--- src/rtl/pixel_ram_arbiter_if.sv ---
// ============================================================================
// Module   : pixel_ram_arbiter_if
// Purpose  : Display read, pixel write, clear control and RAM bus signals.
// Revision : 1.0 - initial release
// ============================================================================
`default_nettype none

interface pixel_ram_arbiter_if;
  logic        rdn;
  logic [8:0]  row_addr;
  logic [9:0]  col_addr;
  logic [11:0] pixel_data;
  logic        wr_valid;
  logic        wr_ready;
  logic [8:0]  wr_row;
  logic [9:0]  wr_col;
  logic [11:0] wr_data;
  logic        clear_start;
  logic [11:0] clear_color;
  logic        busy;
  logic        clear_done;
  logic [18:0] ram_addr;
  logic        ram_we;
  logic [11:0] ram_wdata;
  logic [11:0] ram_rdata;

  modport slave (
    input  rdn, row_addr, col_addr, wr_valid, wr_row, wr_col, wr_data,
           clear_start, clear_color, ram_rdata,
    output pixel_data, wr_ready, busy, clear_done, ram_addr, ram_we, ram_wdata
  );

  modport master (
    output rdn, row_addr, col_addr, wr_valid, wr_row, wr_col, wr_data,
           clear_start, clear_color, ram_rdata,
    input  pixel_data, wr_ready, busy, clear_done, ram_addr, ram_we, ram_wdata
  );
endinterface

`default_nettype wire

--- src/rtl/pixel_ram_arbiter.sv ---
// ============================================================================
// Module   : pixel_ram_arbiter
// Purpose  : Shares the single-port pixel RAM between display reads, a
//            buffered pixel write port and a full-frame clear sequencer.
// Revision : 1.0 - initial release
// ============================================================================
`default_nettype none

module pixel_ram_arbiter #(
  parameter int FIFO_DEPTH = 4,
  parameter int H_ACTIVE   = 640,
  parameter int V_ACTIVE   = 480
) (
  input wire                 vga_clk,
  input wire                 clrn,
  pixel_ram_arbiter_if.slave bus
);

  localparam int               PTR_W    = $clog2(FIFO_DEPTH);
  localparam int               CNT_W    = PTR_W + 1;
  localparam int               ENT_W    = 31;
  localparam logic [CNT_W-1:0] FULL_CNT = CNT_W'(FIFO_DEPTH);
  localparam logic [9:0]       COL_LAST = 10'(H_ACTIVE - 1);
  localparam logic [8:0]       ROW_LAST = 9'(V_ACTIVE - 1);
  localparam logic [10:0]      COL_LIM  = 11'(H_ACTIVE);
  localparam logic [9:0]       ROW_LIM  = 10'(V_ACTIVE);

  typedef enum logic [0:0] {
    ST_IDLE  = 1'b0,
    ST_CLEAR = 1'b1
  } state_t;

  state_t             state_q, state_d;
  logic [ENT_W-1:0]   fifo_q [FIFO_DEPTH];
  logic [ENT_W-1:0]   fifo_d [FIFO_DEPTH];
  logic [PTR_W-1:0]   wptr_q, wptr_d;
  logic [PTR_W-1:0]   rptr_q, rptr_d;
  logic [CNT_W-1:0]   count_q, count_d;
  logic [8:0]         clr_row_q, clr_row_d;
  logic [9:0]         clr_col_q, clr_col_d;
  logic [11:0]        clr_color_q, clr_color_d;
  logic [11:0]        pixel_q, pixel_d;
  logic               rd_pend_q, rd_pend_d;
  logic               done_q, done_d;
  logic [18:0]        last_addr_q, last_addr_d;

  logic               rd_grant;
  logic               clr_grant;
  logic               pop;
  logic               push;
  logic               wr_ready;
  logic               in_range;
  logic [ENT_W-1:0]   head;
  logic [18:0]        ram_addr;
  logic               ram_we;
  logic [11:0]        ram_wdata;

  // Reads are gated by clrn so every RAM-side output reads zero during reset.
  assign rd_grant  = clrn && !bus.rdn;
  assign clr_grant = !rd_grant && (state_q == ST_CLEAR);
  assign pop       = !rd_grant && (state_q == ST_IDLE) && (count_q != '0);
  assign wr_ready  = (state_q == ST_IDLE) && (count_q != FULL_CNT);
  assign in_range  = ({1'b0, bus.wr_row} < ROW_LIM) && ({1'b0, bus.wr_col} < COL_LIM);
  assign push      = bus.wr_valid && wr_ready && in_range;
  assign head      = fifo_q[rptr_q];

  always_comb begin
    ram_addr  = last_addr_q;
    ram_we    = 1'b0;
    ram_wdata = '0;
    if (rd_grant) begin
      ram_addr = {bus.row_addr, bus.col_addr};
    end else if (clr_grant) begin
      ram_addr  = {clr_row_q, clr_col_q};
      ram_we    = 1'b1;
      ram_wdata = clr_color_q;
    end else if (pop) begin
      ram_addr  = head[30:12];
      ram_we    = 1'b1;
      ram_wdata = head[11:0];
    end
  end

  always_comb begin
    state_d     = state_q;
    fifo_d      = fifo_q;
    wptr_d      = wptr_q;
    rptr_d      = rptr_q;
    count_d     = count_q;
    clr_row_d   = clr_row_q;
    clr_col_d   = clr_col_q;
    clr_color_d = clr_color_q;
    pixel_d     = pixel_q;
    rd_pend_d   = rd_grant;
    done_d      = 1'b0;
    last_addr_d = ram_addr;

    if (rd_pend_q) pixel_d = bus.ram_rdata;

    if (push) begin
      fifo_d[wptr_q] = {bus.wr_row, bus.wr_col, bus.wr_data};
      wptr_d         = wptr_q + PTR_W'(1);
    end
    if (pop) rptr_d = rptr_q + PTR_W'(1);
    if (push && !pop)      count_d = count_q + CNT_W'(1);
    else if (pop && !push) count_d = count_q - CNT_W'(1);

    case (state_q)
      ST_IDLE: begin
        // Clear start discards everything buffered, including a same-cycle push.
        if (bus.clear_start) begin
          state_d     = ST_CLEAR;
          clr_color_d = bus.clear_color;
          clr_row_d   = '0;
          clr_col_d   = '0;
          wptr_d      = '0;
          rptr_d      = '0;
          count_d     = '0;
        end
      end
      ST_CLEAR: begin
        if (clr_grant) begin
          if (clr_col_q == COL_LAST) begin
            clr_col_d = '0;
            if (clr_row_q == ROW_LAST) begin
              clr_row_d = '0;
              state_d   = ST_IDLE;
              done_d    = 1'b1;
            end else begin
              clr_row_d = clr_row_q + 9'd1;
            end
          end else begin
            clr_col_d = clr_col_q + 10'd1;
          end
        end
      end
      default: state_d = ST_IDLE;
    endcase
  end

  always_ff @(posedge vga_clk or negedge clrn) begin
    if (!clrn) begin
      state_q <= ST_IDLE;
      for (int i = 0; i < FIFO_DEPTH; i++) fifo_q[i] <= '0;
      wptr_q      <= '0;
      rptr_q      <= '0;
      count_q     <= '0;
      clr_row_q   <= '0;
      clr_col_q   <= '0;
      clr_color_q <= '0;
      pixel_q     <= '0;
      rd_pend_q   <= 1'b0;
      done_q      <= 1'b0;
      last_addr_q <= '0;
    end else begin
      state_q     <= state_d;
      fifo_q      <= fifo_d;
      wptr_q      <= wptr_d;
      rptr_q      <= rptr_d;
      count_q     <= count_d;
      clr_row_q   <= clr_row_d;
      clr_col_q   <= clr_col_d;
      clr_color_q <= clr_color_d;
      pixel_q     <= pixel_d;
      rd_pend_q   <= rd_pend_d;
      done_q      <= done_d;
      last_addr_q <= last_addr_d;
    end
  end

  assign bus.pixel_data = pixel_q;
  assign bus.wr_ready   = wr_ready;
  assign bus.busy       = (state_q == ST_CLEAR);
  assign bus.clear_done = done_q;
  assign bus.ram_addr   = ram_addr;
  assign bus.ram_we     = ram_we;
  assign bus.ram_wdata  = ram_wdata;

endmodule

`default_nettype wire

--- src/flat_wrapper.sv ---
// flat-port wrapper written by rule: the top's interface ports become plain ports
module pixel_ram_arbiter_flat 
#(
  parameter int FIFO_DEPTH = 4,
  parameter int H_ACTIVE   = 640,
  parameter int V_ACTIVE   = 480
)
  (vga_clk, clrn, bus_rdn, bus_row_addr, bus_col_addr, bus_wr_valid, bus_wr_row, bus_wr_col, bus_wr_data, bus_clear_start, bus_clear_color, bus_ram_rdata, bus_pixel_data, bus_wr_ready, bus_busy, bus_clear_done, bus_ram_addr, bus_ram_we, bus_ram_wdata);
  pixel_ram_arbiter_if bus_i ();
  input wire vga_clk;
  input wire clrn;
  input wire logic [$bits(bus_i.rdn)-1:0] bus_rdn;
  input wire logic [$bits(bus_i.row_addr)-1:0] bus_row_addr;
  input wire logic [$bits(bus_i.col_addr)-1:0] bus_col_addr;
  input wire logic [$bits(bus_i.wr_valid)-1:0] bus_wr_valid;
  input wire logic [$bits(bus_i.wr_row)-1:0] bus_wr_row;
  input wire logic [$bits(bus_i.wr_col)-1:0] bus_wr_col;
  input wire logic [$bits(bus_i.wr_data)-1:0] bus_wr_data;
  input wire logic [$bits(bus_i.clear_start)-1:0] bus_clear_start;
  input wire logic [$bits(bus_i.clear_color)-1:0] bus_clear_color;
  input wire logic [$bits(bus_i.ram_rdata)-1:0] bus_ram_rdata;
  output wire logic [$bits(bus_i.pixel_data)-1:0] bus_pixel_data;
  output wire logic [$bits(bus_i.wr_ready)-1:0] bus_wr_ready;
  output wire logic [$bits(bus_i.busy)-1:0] bus_busy;
  output wire logic [$bits(bus_i.clear_done)-1:0] bus_clear_done;
  output wire logic [$bits(bus_i.ram_addr)-1:0] bus_ram_addr;
  output wire logic [$bits(bus_i.ram_we)-1:0] bus_ram_we;
  output wire logic [$bits(bus_i.ram_wdata)-1:0] bus_ram_wdata;
  assign bus_i.rdn = bus_rdn;
  assign bus_i.row_addr = bus_row_addr;
  assign bus_i.col_addr = bus_col_addr;
  assign bus_i.wr_valid = bus_wr_valid;
  assign bus_i.wr_row = bus_wr_row;
  assign bus_i.wr_col = bus_wr_col;
  assign bus_i.wr_data = bus_wr_data;
  assign bus_i.clear_start = bus_clear_start;
  assign bus_i.clear_color = bus_clear_color;
  assign bus_i.ram_rdata = bus_ram_rdata;
  assign bus_pixel_data = bus_i.pixel_data;
  assign bus_wr_ready = bus_i.wr_ready;
  assign bus_busy = bus_i.busy;
  assign bus_clear_done = bus_i.clear_done;
  assign bus_ram_addr = bus_i.ram_addr;
  assign bus_ram_we = bus_i.ram_we;
  assign bus_ram_wdata = bus_i.ram_wdata;
  pixel_ram_arbiter #(.FIFO_DEPTH(FIFO_DEPTH), .H_ACTIVE(H_ACTIVE), .V_ACTIVE(V_ACTIVE)) u_core (.vga_clk(vga_clk), .clrn(clrn), .bus(bus_i));
endmodule
--- config.mk ---
export PLATFORM = sky130hd
export DESIGN_NAME = pixel_ram_arbiter_flat
export DESIGN_NICKNAME = d
export VERILOG_FILES = /design/src/rtl/pixel_ram_arbiter_if.sv /design/src/rtl/pixel_ram_arbiter.sv /design/src/flat_wrapper.sv
export SDC_FILE = /design/constraint.sdc
export NUM_CORES = 1
export LEC_CHECK = 0
export ABC_AREA = 1
export BUFFER_PORTS_ARGS = -buffer_cell sky130_fd_sc_hd__buf_4
export CELL_PAD_IN_SITES_DETAIL_PLACEMENT = 1
export CELL_PAD_IN_SITES_GLOBAL_PLACEMENT = 1
export CORE_ASPECT_RATIO = 1.2
export CORE_MARGIN = 2
export CORE_UTILIZATION = 46
export DETAILED_ROUTE_END_ITERATION = 16
export HOLD_SLACK_MARGIN = 0.12
export PLACE_DENSITY_LB_ADDON = 0.1
export REMOVE_ABC_BUFFERS = 1
export SLEW_MARGIN = 40
export SYNTH_ARGS = -nofsm -noshare
export SYNTH_HDL_FRONTEND = slang
export SYNTH_SLANG_ARGS = --single-unit
export TNS_END_PERCENT = 10
--- constraint.sdc ---
create_clock -name vga_clk -period 2.5 [get_ports vga_clk]
set_input_delay 0.25 -clock vga_clk [delete_from_list [all_inputs] [get_ports vga_clk]]
set_output_delay 0.25 -clock vga_clk [all_outputs]
set_load 0.05 [all_outputs]
==> flow_metrics.tcl <==
set metrics [dict create \
    status "finished, final reports clean" \
    io_pins 126 \
    fin_crit_ns 2.44 \
    powerDensity_nw_per_um2 655 \
    gp_congestion 0.814 \
    cts_tree "yes" \
    crit_start "u_core.count_q[0]" \
    fin_skew_ns 0.0125 \
    yosysWarnings 0 \
    grt_pass1_vias 9695 \
    die_y_um 161 \
    dieArea_um2 21700 \
    die_width_um 135 \
    drt_pass1_iterations 5 \
    final_nets 1436 \
    dp_hpwl_mm 19.3 \
    worstPathArrival_ns 2.19 \
    worstMarginPinSlew_ns 0.773 \
    min_to "u_core.last_addr_q[0]" \
    grt_start_max_net_pins 129 \
    synth_ff_type "dfrtp_1" \
    maxCapViolCount 0 \
    min_delay_path_depth 3 \
    total_power_uw 7980 \
    setup_viol 0 \
    crit_path_max_fanout 18 \
    clkTransAtPathRegs_ns 0.08 \
    yosysTopAreaCell "dfrtp_1" \
    hold_viol_final 0 \
    initial_utilization_pct 46.8 \
    reg2reg_slack_ns 0.40 \
    core_um2 20200 \
    num_rows 57 \
    grt_remaining_overflow 0 \
    synth_area_um2 9450 \
    antenna_cells 0 \
    final_max_slew_viol_count 0 \
    hp-start "bus_col_addr[0]" \
    synthArstFlopShare_pct 100 \
    path_class "flop to primary output" \
    final_design_area_no_fill_um2 12200 \
    timing.max_slew.rel_slack_pct 48.5 \
    grt_first_pass_wirelength_mm 49.5 \
    synthTopCellsByCount "nand2_1 (361), dfrtp_1 (196), o21ai_0 (108)" \
    synth_seq_cells 196 \
    final_util_pct 60.4 \
    start_kind "flop" \
    yosysMostFrequentCell "nand2_1" \
    netlist.area_leader.share_pct 51.9 \
    route.detailed.drc 0 \
    io_buffers 125 \
    syn_inst 1161 \
    synth-seq-area-share_pct 51.9 \
    areaGrowthSynthToFinish_pct 29.0 \
    drive_gt1_share_pct 17.0 \
    dp_cells 1516 \
    wl_per_cell_um 18.7 \
    htreeDepth 4 \
    cts_buffer_depth 2 \
    cp.required_ns 2.25 \
    grt_util_all_layers_pct 28.8 \
    root_buffer "clkbuf_16" \
    rr_startpoint "u_core.count_q[0]" \
    synth-edff-count 0 \
    holdWs_ns 0.155 \
    via_per_inst 5.46 \
    p_leak_uw 0.00609 \
    ys_types 32 \
    cts_buffers 17 \
    syn_avg_cell_area_um2 8.14 \
    grt_antenna_before_repair 0 \
    final_cells 1626 \
    r2r_cells 10 \
    numClockSinks 196 \
    fmax_ghz 0.410 \
    place_area_um2 10700 \
    timing.final.crit_share_pct 97.7 \
    synth.area.top_cells "dfrtp_1 (52%), nand2_1 (14%), o21ai_0 (5.7%)" \
    ir_worst_vdd_uv 485 \
    ant_nets 0 \
    endpoint_kind "primary output" \
    clkLatencyLatePin_ns 0.44 \
    timing.rr.end "u_core.fifo_q[44]" \
    drt_iter0_drc 465 \
    holdCritPathClass "input pin to flop" \
    drt_wl_total_mm 30.4 \
    vias 8875 \
]
==> placed cells by master, fill, tap and decap left out, types with 2 or more instances in the layout <==
master         count
bufinv_16          3
dlygate4sd3_1     74
mux2_2            12
inv_6              8
o21a_1             2
clkbuf_16         17
nand4_1           24
inv_2              3
xor2_1             4
o2111ai_2          2
clkinvlp_4         2
clkinv_4           2
inv_8              3
nor2_4             5
buf_6              4
o22ai_1            2
ha_1               9
buf_12             6
nor2_8             2
nand3_1           32
nand2_1          361
buf_4            151
o21ai_1           89
o21ai_0          108
inv_1            106
nor2_1            28
o2111ai_1         17
nor3_1             6
a31oi_1            2
dfrtp_2            2
a21oi_1           70
dfrtp_1          194
==> sequential cells by signal (all words and copies together) (netlist names) <==
signal and count:
u_core.wptr_q 2, u_core.bus.clear_done 1, u_core.clr_color_q 12, u_core.rptr_q 2
u_core.clr_col_q 10, u_core.bus.busy 1, u_core.fifo_q 124, u_core.count_q 3
u_core.rd_pend_q 1, u_core.clr_row_q 9, u_core.last_addr_q 19, u_core.bus.pixel_data 12
==> cell families after synthesis <==
group	share of synthesized area, %
AND/OR/NAND/NOR	20.7
buffers and inverters	8.07
XOR/XNOR	0.371
adder cells (fa/ha/maj)	1.19
multiplexers	1.43
flip-flops	51.9
AO/OA/AOI/OAI	16.3
==> repair_timing <==
action,4_1_cts,5_1_grt
hold buffers,74,0
buffers inserted,0,2
cloned,0,2
endpoints found under the hold margin,291,0
setup endpoints to repair,29,23
resized for setup,5,9
==> metal layers <==
metal / wire length [µm] / vias up / track usage (%)
li1: - / 4151 / -
met3: 1080 / 38 / 3.80
met2: 16100 / 201 / 53.0
met5: 0 / - / 0
met1: 12600 / 4485 / 34.8
met4: 606 / 0 / 8.85
==> power breakdown <==
group	switching, µW	total, µW	internal (µW)
logic	940	1450	513
clock network	1380	2900	1530
registers	172	3620	3450
==> area by class of cell <==
| type | instances | area [µm²] |
|---|---|---|
| Fill cell | 2396 | 7990 |
| Sequential cell | 196 | 4910 |
| Multi-Input combinational cell | 782 | 3810 |
| Timing Repair Buffer | 236 | 2050 |
| Inverter | 113 | 455 |
| Clock buffer | 17 | 425 |
| Tap cell | 265 | 332 |
| Clock inverter | 15 | 188 |
| Timing Repair inverter | 2 | 17.5 |
==> critical path: stages (launching register included) <==
cell and delay (ns):
dfrtp_1 0.39, inv_1 0.12, ha_1 0.20, nand2_1 0.13
clkinv_1 0.08, buf_4 0.23, nand4_1 0.15, o2111ai_1 0.19
buf_4 0.26
==> worst max path at each step <==
stage / endpoint / slack [ns] / cells past startpoint
after CTS: bus_ram_wdata[10] / 0.04 / 9
final: bus_ram_addr[13] / 0.06 / 8
after global placement: bus_ram_wdata[0] / 0.36 / 7
after detailed placement: bus_ram_wdata[5] / 0.31 / 7
after global routing: bus_ram_addr[13] / -0.05 / 8
after floorplan: u_core.last_addr_q[15] / -1.04 / 5
==> per-stage QoR <==
step | TNS [ns] | setup slack [ns]
4_1_cts | 0 | 0.0391
6_report | 0 | 0.0585
2_1_floorplan | -37.46 | -1.04
3_5_place_dp | 0 | 0.313
5_1_grt | -0.309 | -0.0516
3_3_place_gp | 0 | 0.362
(Power assumes the default switching activity.)
